$ cat config.mk
export PLATFORM = sky130hd
export DESIGN_NAME = mem_wb_skid_stage_flat
export DESIGN_NICKNAME = d
export VERILOG_FILES = /design/src/rtl/mem_wb_skid_stage_pkg.sv /design/src/rtl/mem_wb_skid_stage_if.sv /design/src/rtl/mem_wb_skid_stage_entry.sv /design/src/rtl/mem_wb_skid_stage.sv /design/src/flat_wrapper.sv
export SDC_FILE = /design/constraint.sdc
export NUM_CORES = 1
export LEC_CHECK = 0
export BUFFER_PORTS_ARGS = -buffer_cell sky130_fd_sc_hd__buf_4
export CORE_MARGIN = 10
export CORE_UTILIZATION = 49
export DETAILED_ROUTE_END_ITERATION = 10
export GPL_TIMING_DRIVEN = 0
export PLACE_DENSITY = 0.81
export SYNTH_ARGS = -nofsm -noshare
export SYNTH_HDL_FRONTEND = slang
export SYNTH_HIERARCHICAL = 1
export SYNTH_SLANG_ARGS = --single-unit
$ cat constraint.sdc
create_clock -name clk -period 2.3 [get_ports clk]
set_input_delay 0.345 -clock clk [delete_from_list [all_inputs] [get_ports clk]]
set_output_delay 0.345 -clock clk [all_outputs]
set_load 0.005 [all_outputs]
$ cat src/rtl/mem_wb_skid_stage_pkg.sv
// Shared types for the MEM/WB elastic stage: write-back source select and
// occupancy state of the two-entry skid buffer.
package mem_wb_pkg;

  typedef enum logic [1:0] {
    WB_ALU  = 2'd0,
    WB_MEM  = 2'd1,
    WB_PC4  = 2'd2,
    WB_RSVD = 2'd3
  } wb_sel_e;

  typedef enum logic [1:0] {
    EMPTY = 2'd0,
    ONE   = 2'd1,
    TWO   = 2'd2
  } state_e;

endpackage

$ cat src/rtl/mem_wb_skid_stage_if.sv
// MEM -> WB handshake bundle plus the forwarding tap toward the EX hazard unit.
interface mem_wb_skid_stage_if
  import mem_wb_pkg::*;
#(
  parameter int DATA_BITS     = 32,
  parameter int REG_ADDR_BITS = 5
) ();

  logic                     in_valid;
  logic                     in_ready;
  logic                     in_reg_write;
  wb_sel_e                  in_wb_sel;
  logic [DATA_BITS-1:0]     in_alu_result;
  logic [DATA_BITS-1:0]     in_mem_data;
  logic [DATA_BITS-1:0]     in_pc_plus4;
  logic [REG_ADDR_BITS-1:0] in_rd;

  logic                     out_valid;
  logic                     out_ready;
  logic                     out_reg_write;
  logic [REG_ADDR_BITS-1:0] out_rd;
  logic [DATA_BITS-1:0]     out_wb_data;

  logic                     fwd_valid;
  logic [REG_ADDR_BITS-1:0] fwd_rd;
  logic [DATA_BITS-1:0]     fwd_data;

  // Upstream MEM stage and downstream WB port seen from outside the stage.
  modport master (
    output in_valid, in_reg_write, in_wb_sel, in_alu_result, in_mem_data,
           in_pc_plus4, in_rd, out_ready,
    input  in_ready, out_valid, out_reg_write, out_rd, out_wb_data,
           fwd_valid, fwd_rd, fwd_data
  );

  modport slave (
    input  in_valid, in_reg_write, in_wb_sel, in_alu_result, in_mem_data,
           in_pc_plus4, in_rd, out_ready,
    output in_ready, out_valid, out_reg_write, out_rd, out_wb_data,
           fwd_valid, fwd_rd, fwd_data
  );

endinterface

$ cat src/rtl/mem_wb_skid_stage_entry.sv
// One buffered write-back entry {reg_write, rd, wb_data}; loads on demand,
// cleared only by reset since validity is tracked by the owner's state.
module mem_wb_entry #(
  parameter int DATA_BITS     = 32,
  parameter int REG_ADDR_BITS = 5
) (
  input  logic                     clk,
  input  logic                     rst,
  input  logic                     load,
  input  logic                     reg_write_d,
  input  logic [REG_ADDR_BITS-1:0] rd_d,
  input  logic [DATA_BITS-1:0]     wb_data_d,
  output logic                     reg_write_q,
  output logic [REG_ADDR_BITS-1:0] rd_q,
  output logic [DATA_BITS-1:0]     wb_data_q
);

  always_ff @(posedge clk or posedge rst) begin
    if (rst) begin
      reg_write_q <= 1'b0;
      rd_q        <= '0;
      wb_data_q   <= '0;
    end else if (load) begin
      reg_write_q <= reg_write_d;
      rd_q        <= rd_d;
      wb_data_q   <= wb_data_d;
    end
  end

endmodule

$ cat src/rtl/mem_wb_skid_stage.sv
// Elastic MEM/WB stage: two-entry skid buffer so WB stalls never reach MEM
// combinationally; write-back source is resolved when the entry is captured.
module mem_wb_skid_stage
  import mem_wb_pkg::*;
#(
  parameter int DATA_BITS     = 32,
  parameter int REG_ADDR_BITS = 5
) (
  input  logic                 clk,
  input  logic                 rst,
  input  logic                 flush,
  mem_wb_skid_stage_if.slave   bus
);

  state_e state_q, state_d;

  logic in_ready, out_valid;
  logic in_fire, out_fire;
  logic main_load, skid_load, main_from_skid;

  logic                     cap_reg_write;
  logic [REG_ADDR_BITS-1:0] cap_rd;
  logic [DATA_BITS-1:0]     cap_wb_data;

  logic                     main_reg_write_d, main_reg_write_q;
  logic [REG_ADDR_BITS-1:0] main_rd_d, main_rd_q;
  logic [DATA_BITS-1:0]     main_wb_data_d, main_wb_data_q;

  logic                     skid_reg_write_q;
  logic [REG_ADDR_BITS-1:0] skid_rd_q;
  logic [DATA_BITS-1:0]     skid_wb_data_q;

  // Writes to x0 are dropped here so downstream never has to re-check rd.
  always_comb begin
    cap_rd        = bus.in_rd;
    cap_reg_write = bus.in_reg_write & (bus.in_rd != '0);
    case (bus.in_wb_sel)
      WB_MEM:  cap_wb_data = bus.in_mem_data;
      WB_PC4:  cap_wb_data = bus.in_pc_plus4;
      default: cap_wb_data = bus.in_alu_result;
    endcase
  end

  assign in_fire  = bus.in_valid & in_ready;
  assign out_fire = out_valid & bus.out_ready;

  always_ff @(posedge clk or posedge rst) begin
    if (rst) begin
      state_q <= EMPTY;
    end else begin
      state_q <= state_d;
    end
  end

  always_comb begin
    state_d        = state_q;
    main_load      = 1'b0;
    skid_load      = 1'b0;
    main_from_skid = 1'b0;
    if (flush) begin
      state_d = EMPTY;
    end else begin
      case (state_q)
        EMPTY: begin
          if (in_fire) begin
            state_d   = ONE;
            main_load = 1'b1;
          end
        end
        ONE: begin
          if (in_fire && out_fire) begin
            main_load = 1'b1;
          end else if (in_fire) begin
            state_d   = TWO;
            skid_load = 1'b1;
          end else if (out_fire) begin
            state_d = EMPTY;
          end
        end
        TWO: begin
          // SKID always holds the younger entry, so it only ever refills MAIN.
          if (out_fire) begin
            state_d        = ONE;
            main_load      = 1'b1;
            main_from_skid = 1'b1;
          end
        end
        default: state_d = EMPTY;
      endcase
    end
  end

  // Handshake outputs are pure state decodes: no out_ready -> in_ready path.
  always_comb begin
    in_ready          = (state_q != TWO);
    out_valid         = (state_q != EMPTY);
    bus.in_ready      = in_ready;
    bus.out_valid     = out_valid;
    bus.out_reg_write = out_valid & main_reg_write_q;
    bus.out_rd        = main_rd_q;
    bus.out_wb_data   = main_wb_data_q;
    bus.fwd_valid     = out_valid & main_reg_write_q;
    bus.fwd_rd        = main_rd_q;
    bus.fwd_data      = main_wb_data_q;
  end

  always_comb begin
    if (main_from_skid) begin
      main_reg_write_d = skid_reg_write_q;
      main_rd_d        = skid_rd_q;
      main_wb_data_d   = skid_wb_data_q;
    end else begin
      main_reg_write_d = cap_reg_write;
      main_rd_d        = cap_rd;
      main_wb_data_d   = cap_wb_data;
    end
  end

  mem_wb_entry #(
    .DATA_BITS     (DATA_BITS),
    .REG_ADDR_BITS (REG_ADDR_BITS)
  ) u_main (
    .clk         (clk),
    .rst         (rst),
    .load        (main_load),
    .reg_write_d (main_reg_write_d),
    .rd_d        (main_rd_d),
    .wb_data_d   (main_wb_data_d),
    .reg_write_q (main_reg_write_q),
    .rd_q        (main_rd_q),
    .wb_data_q   (main_wb_data_q)
  );

  mem_wb_entry #(
    .DATA_BITS     (DATA_BITS),
    .REG_ADDR_BITS (REG_ADDR_BITS)
  ) u_skid (
    .clk         (clk),
    .rst         (rst),
    .load        (skid_load),
    .reg_write_d (cap_reg_write),
    .rd_d        (cap_rd),
    .wb_data_d   (cap_wb_data),
    .reg_write_q (skid_reg_write_q),
    .rd_q        (skid_rd_q),
    .wb_data_q   (skid_wb_data_q)
  );

endmodule

$ cat src/flat_wrapper.sv
// flat-port wrapper written by rule: the top's interface ports become plain ports
module mem_wb_skid_stage_flat import mem_wb_pkg::*;
#(
  parameter int DATA_BITS     = 32,
  parameter int REG_ADDR_BITS = 5
)
  (clk, rst, flush, bus_in_valid, bus_in_reg_write, bus_in_wb_sel, bus_in_alu_result, bus_in_mem_data, bus_in_pc_plus4, bus_in_rd, bus_out_ready, bus_in_ready, bus_out_valid, bus_out_reg_write, bus_out_rd, bus_out_wb_data, bus_fwd_valid, bus_fwd_rd, bus_fwd_data);
  mem_wb_skid_stage_if #(.DATA_BITS(DATA_BITS), .REG_ADDR_BITS(REG_ADDR_BITS)) bus_i ();
  input  logic clk;
  input  logic rst;
  input  logic flush;
  input wire logic [$bits(bus_i.in_valid)-1:0] bus_in_valid;
  input wire logic [$bits(bus_i.in_reg_write)-1:0] bus_in_reg_write;
  input wire logic [$bits(bus_i.in_wb_sel)-1:0] bus_in_wb_sel;
  input wire logic [$bits(bus_i.in_alu_result)-1:0] bus_in_alu_result;
  input wire logic [$bits(bus_i.in_mem_data)-1:0] bus_in_mem_data;
  input wire logic [$bits(bus_i.in_pc_plus4)-1:0] bus_in_pc_plus4;
  input wire logic [$bits(bus_i.in_rd)-1:0] bus_in_rd;
  input wire logic [$bits(bus_i.out_ready)-1:0] bus_out_ready;
  output wire logic [$bits(bus_i.in_ready)-1:0] bus_in_ready;
  output wire logic [$bits(bus_i.out_valid)-1:0] bus_out_valid;
  output wire logic [$bits(bus_i.out_reg_write)-1:0] bus_out_reg_write;
  output wire logic [$bits(bus_i.out_rd)-1:0] bus_out_rd;
  output wire logic [$bits(bus_i.out_wb_data)-1:0] bus_out_wb_data;
  output wire logic [$bits(bus_i.fwd_valid)-1:0] bus_fwd_valid;
  output wire logic [$bits(bus_i.fwd_rd)-1:0] bus_fwd_rd;
  output wire logic [$bits(bus_i.fwd_data)-1:0] bus_fwd_data;
  assign bus_i.in_valid = bus_in_valid;
  assign bus_i.in_reg_write = bus_in_reg_write;
  assign bus_i.in_wb_sel = bus_in_wb_sel;
  assign bus_i.in_alu_result = bus_in_alu_result;
  assign bus_i.in_mem_data = bus_in_mem_data;
  assign bus_i.in_pc_plus4 = bus_in_pc_plus4;
  assign bus_i.in_rd = bus_in_rd;
  assign bus_i.out_ready = bus_out_ready;
  assign bus_in_ready = bus_i.in_ready;
  assign bus_out_valid = bus_i.out_valid;
  assign bus_out_reg_write = bus_i.out_reg_write;
  assign bus_out_rd = bus_i.out_rd;
  assign bus_out_wb_data = bus_i.out_wb_data;
  assign bus_fwd_valid = bus_i.fwd_valid;
  assign bus_fwd_rd = bus_i.fwd_rd;
  assign bus_fwd_data = bus_i.fwd_data;
  mem_wb_skid_stage #(.DATA_BITS(DATA_BITS), .REG_ADDR_BITS(REG_ADDR_BITS)) u_core (.clk(clk), .rst(rst), .flush(flush), .bus(bus_i));
endmodule
Word level (Yosys, flattened, before mapping):

Cells that the tools add are included.

* flip-flop bits (word level): 78
* word-level logic and storage cells: 46

* equality and inequality tests: 9
* mux-type cells: 21
* bitwise logic cells: 4
* reductions and logical operators: 5

Operators by type and width (count)
* $pmux 32 s2: 1
* $mux 32: 1
* $mux 2: 6
* $mux 1: 10
* $ne 3x2->1 const B: 2
* $pmux 2 s3: 1
* $mux 5: 1
* $reduce_bool 5->1: 1
* $and 1x1->1: 4
* $eq 2x1->1 const B: 2
* $eq 2x2->1 const B: 2
* $ne 4x2->1 const B: 1
* $reduce_and 4->1: 1
* $ne 3x3->1 const B: 1
* $pmux 1 s3: 1
* $logic_not 2->1: 1
* $ne 2x2->1 const B: 1
* $reduce_bool 2->1: 1
* $logic_and 1x1->1: 1

Logic depth before layout (Yosys ltp):

* depth after elaboration: 7
* mapped depth: 8

Cells and area by module:

The synthesis kept the hierarchy.

Modules (own cells, without submodules)
* mem_wb_entry: times used 2, cells an instance 81, area an instance 1496.4 sq um, sequential area each 950.9 sq um
* mem_wb_skid_stage: times used 1, cells an instance 212, area an instance 1595.3 sq um, sequential area each 50.0 sq um

Least setup slack after synthesis:

No wires, ideal clock.

* path type: input to register
* from: input port bus_in_wb_sel[0]
* to: register u_core.u_main.wb_data_q[15]
* library setup time: 0.125 ns
* data arrival time: 1.747 ns
* slack: 0.428 ns
* cell stages on the path: 8
* path buffers: 2
* path through: inv_1 -> ha_1 -> buf_2 -> buf_2 -> a221oi_1 -> a21oi_1 -> mux2_1 -> mux2_4

* cells in the longest elaborated chain, start to end: 3
* elaborated cells between the ends (all ways): 4
* classes of those cells: eq/ne: 2; mux: 2

RTL lines
* start, declared: line flat_wrapper.sv:14 `input wire logic [$bits(bus_i.in_wb_sel)-1:0] bus_in_wb_sel;`
* $eq 2x2->1 or $eq 2x1->1 (tied branches): line mem_wb_skid_stage.sv:37 `case (bus.in_wb_sel)`
* $pmux 32 s2 (*): line mem_wb_skid_stage.sv:37
* net u_core.cap_wb_data[15]: line mem_wb_skid_stage.sv:23 `logic [DATA_BITS-1:0] cap_wb_data;`
* $mux 32 (*): line mem_wb_skid_stage.sv:108 `if (main_from_skid) begin`
* net u_core.main_wb_data_d[15]: line mem_wb_skid_stage.sv:27 `logic [DATA_BITS-1:0] main_wb_data_d, main_wb_data_q;`
* end signal, assigned: line mem_wb_skid_stage_entry.sv:26 `wb_data_q <= wb_data_d;`
* end, declared: line mem_wb_skid_stage_entry.sv:15 `output logic [DATA_BITS-1:0] wb_data_q`

The timed path passes the listed nets; every way through them passes the cells marked *.
A chain may end at the register's enable or synchronous reset.

Worst setup path in the final report:

* from: input port bus_in_wb_sel[0]
* to: register u_core.u_main.wb_data_q[22]

The elaborated chain is that of the path after synthesis.

==> impl_metrics.toml <==
[clock_tree]
post_cts_resized = 0
cts.path.max_buffers = 2
root_buffer = "clkbuf_8"
htree_levels = 3
clkSlewWorstSetupHoldPaths_ps = 80
post_cts_buffers = 0
insertion_delay_ps = 330
cts_tree = "built"
cts.sinks = 78
cts_buffers = 9

[yosys]
avgSynthCellArea_um2 = 12.3
synth_cell_types = 27
yosys_warnings = 6
syn-num-nets = 485
synthCells = 374
synth-seq-cells = 78
synth_area_um2 = 4590
synth_seq_area_share_pct = 42.5

[routing]
viasPerCell = 5.19
ant_nets = 0
drc_errors = 0
num_vias = 3572
routedWlPerCell_um = 19.2
finalWirelength_um = 13200
drt_iter0_drc = 105
first_pass_iters = 4

[die]
coreArea_um2 = 9200
core.rowCount = 35
die_h_um = 117
die_w_um = 117
die-area_um2 = 13600
io_pins = 187
start_util_pct = 49.9

[global_routing]
first_global_vias = 4006
antenna_found_initial = 0
gr-total-overflow = 0
grt_pass1_wl_um = 20400
track_usage_pct = 19.1
grt_max_degree = 39

[worst_setup_path]
cpMaxStageDelayCell = "clkbuf_1"
crit_family = "buffers and inverters"
critPathArrivalTime_ps = 2160
worstPathRequired_ps = 2520
crit_path_end_kind = "register"
cp_slowest_stage_delay_ps = 480
cp_num_buf_inv = 4
crit_type = "input port to register"
cp_cell_sequence = "buf_4, inv_1, ha_1, buf_2, clkbuf_1, a21oi_1, mux2_2, mux2_4"
rr_worst_depth = 6
path_max_fanout = 10
startpoint_type = "input port"
cp_num_cells = 8

[sta]
slew_headroom_pct = 40.9
tns_ps = 0
period_share_pct = 84.7
max_freq_mhz = 513
fin_skew_ps = 7.23
tightest_slew_ps = 885
finalHoldViolations = 0
worst_slack_ps = 352
drv_slew = 0
setup_viol = 0
rsz0062_at_grt = "no"
hold_slack_ps = 198
fin_crit_ps = 1950

[placed_design]
place_ws_ps = 4.93
portBuffers = 186
place_hpwl_um = 10400
gp_congestion = 0.763

[finish]
regArea_um2 = 1950
syn_to_final_growth_pct = 37.8
num-nets-final = 683
multi_input_area_um2 = 2020
fillers = 702
drive_gt1_share_pct = 65.7
diodes = 0

[run]
maxCapViolCount = 0

[status]
status = "finished clean"

[min_path]
hold_path.class = "input port to register"
hold_depth = 2

[power]
total_leakage_power_nw = 3.17
p_per_area_nw_per_um2 = 788
ir_drop_v = 0.000384
## cell families after synthesis
logic type	after synthesis	share of synthesized area (%)
AOI/OAI and AO/OA	69	10.3
adders and majority gates	2	0.545
buffers and inverters	100	13.4
DFF	78	42.5
muxes	114	31.3
and+or+nand+nor	11	1.91
## metal layers
metal	vias up	global-route usage, %	wire [um]
li1	1689	-	-
met1	1775	22.4	5310
met2	97	34.4	7020
met3	11	3.85	765
met4	0	5.27	133
met5	-	0	0
## registers in the layout, indices dropped and copies added (netlist names)
signal / count
u_core/state_q: 2
u_core/u_main/rd_q: 5
u_core/u_main/reg_write_q: 1
u_core/u_main/wb_data_q: 32
u_core/u_skid/rd_q: 5
u_core/u_skid/reg_write_q: 1
u_core/u_skid/wb_data_q: 32
## worst reg2reg max path, delay by kind of cell, from the launching register on
kind	cells	cell delay [ps]
buffers and inverters	2	420
DFF	1	450
muxes	1	330
and+or+nand+nor	3	590
## path summary, 6_finish.rpt
path	end	slack (ps)	start
worst min register to register	u_core/u_skid/wb_data_q[5]$_DFFE_PP0P_	510	u_core/u_skid/wb_data_q[5]$_DFFE_PP0P_
worst min-delay path	u_core/state_q[1]$_DFFE_PP0P_	200	bus_out_ready
worst max register to register	u_core/u_skid/wb_data_q[24]$_DFFE_PP0P_	400	u_core/state_q[1]$_DFFE_PP0P_
max in group asynchronous	u_core/u_main/wb_data_q[25]$_DFFE_PP0P_	970	rst
min in group asynchronous	u_core/state_q[0]$_DFFE_PP0P_	430	rst
worst max-delay path	u_core/u_main/wb_data_q[22]$_DFFE_PP0P_	350	bus_in_wb_sel[0]
## area by class of cell
type,count,share of cell area (%)
clock inverter,6,0.989
tap,111,2.20
sequential,78,30.9
multi-input combinational,196,32.0
clock buffer,10,2.02
inverter,37,2.20
timing repair buffer,187,22.2
buffer,63,7.54
## per-stage QoR
stage                     instances  power [W]  instance area (um2)  util [%]
final                           688    0.00498                 6320      68.8
after global routing            688    0.00529                 6320      68.8
after CTS                       688    0.00505                 6320      68.8
after detailed placement        671    0.00404                 6120      66.6
after global placement          671    0.00395                 6120      66.6
after floorplan                 374    0.00307                 4590         -
## report_power, final
group          switching, W  internal (W)
clock              0.000496      0.000498
combinational      0.000616       0.00131
sequential         0.000284       0.00178
total               0.00140       0.00359
## synth_stat cells (all sizes together)
cell / number / area (um2)
mux2: 114 / 1430
dfrtp: 78 / 1950
buf: 59 / 462
inv: 37 / 139
a21oi: 33 / 165
a221oi: 32 / 280
clkbuf: 4 / 15.0
and2: 2 / 12.5
ha: 2 / 25.0
nand2: 2 / 7.51
a211oi: 1 / 7.51
a31oi: 1 / 6.26
nand2b: 1 / 13.8
nor2b: 1 / 6.26
nor3: 1 / 5.00
nor3b: 1 / 18.8
o21a: 1 / 7.51
o21bai: 1 / 7.51
or2: 1 / 6.26
or4: 1 / 7.51
or4b: 1 / 10.0
## placed cells by master (no fill, tap or decap), types with 2 or more instances in the layout
master	n
a21oi_1	33
a221oi_1	32
and2_1	2
buf_2	11
buf_4	225
buf_6	7
clkbuf_1	5
clkbuf_8	9
clkinv_2	2
clkinvlp_4	3
dfrtp_1	78
ha_1	2
inv_1	35
inv_2	2
mux2_2	73
mux2_4	40
nand2_1	2
## what timing repair did
item,in CTS,in global routing
endpoints found under the hold margin,2,0
endpoints found under the setup margin,0,0
hold buffers,1,0
No activity file was read; power rests on OpenSTA's default activity.
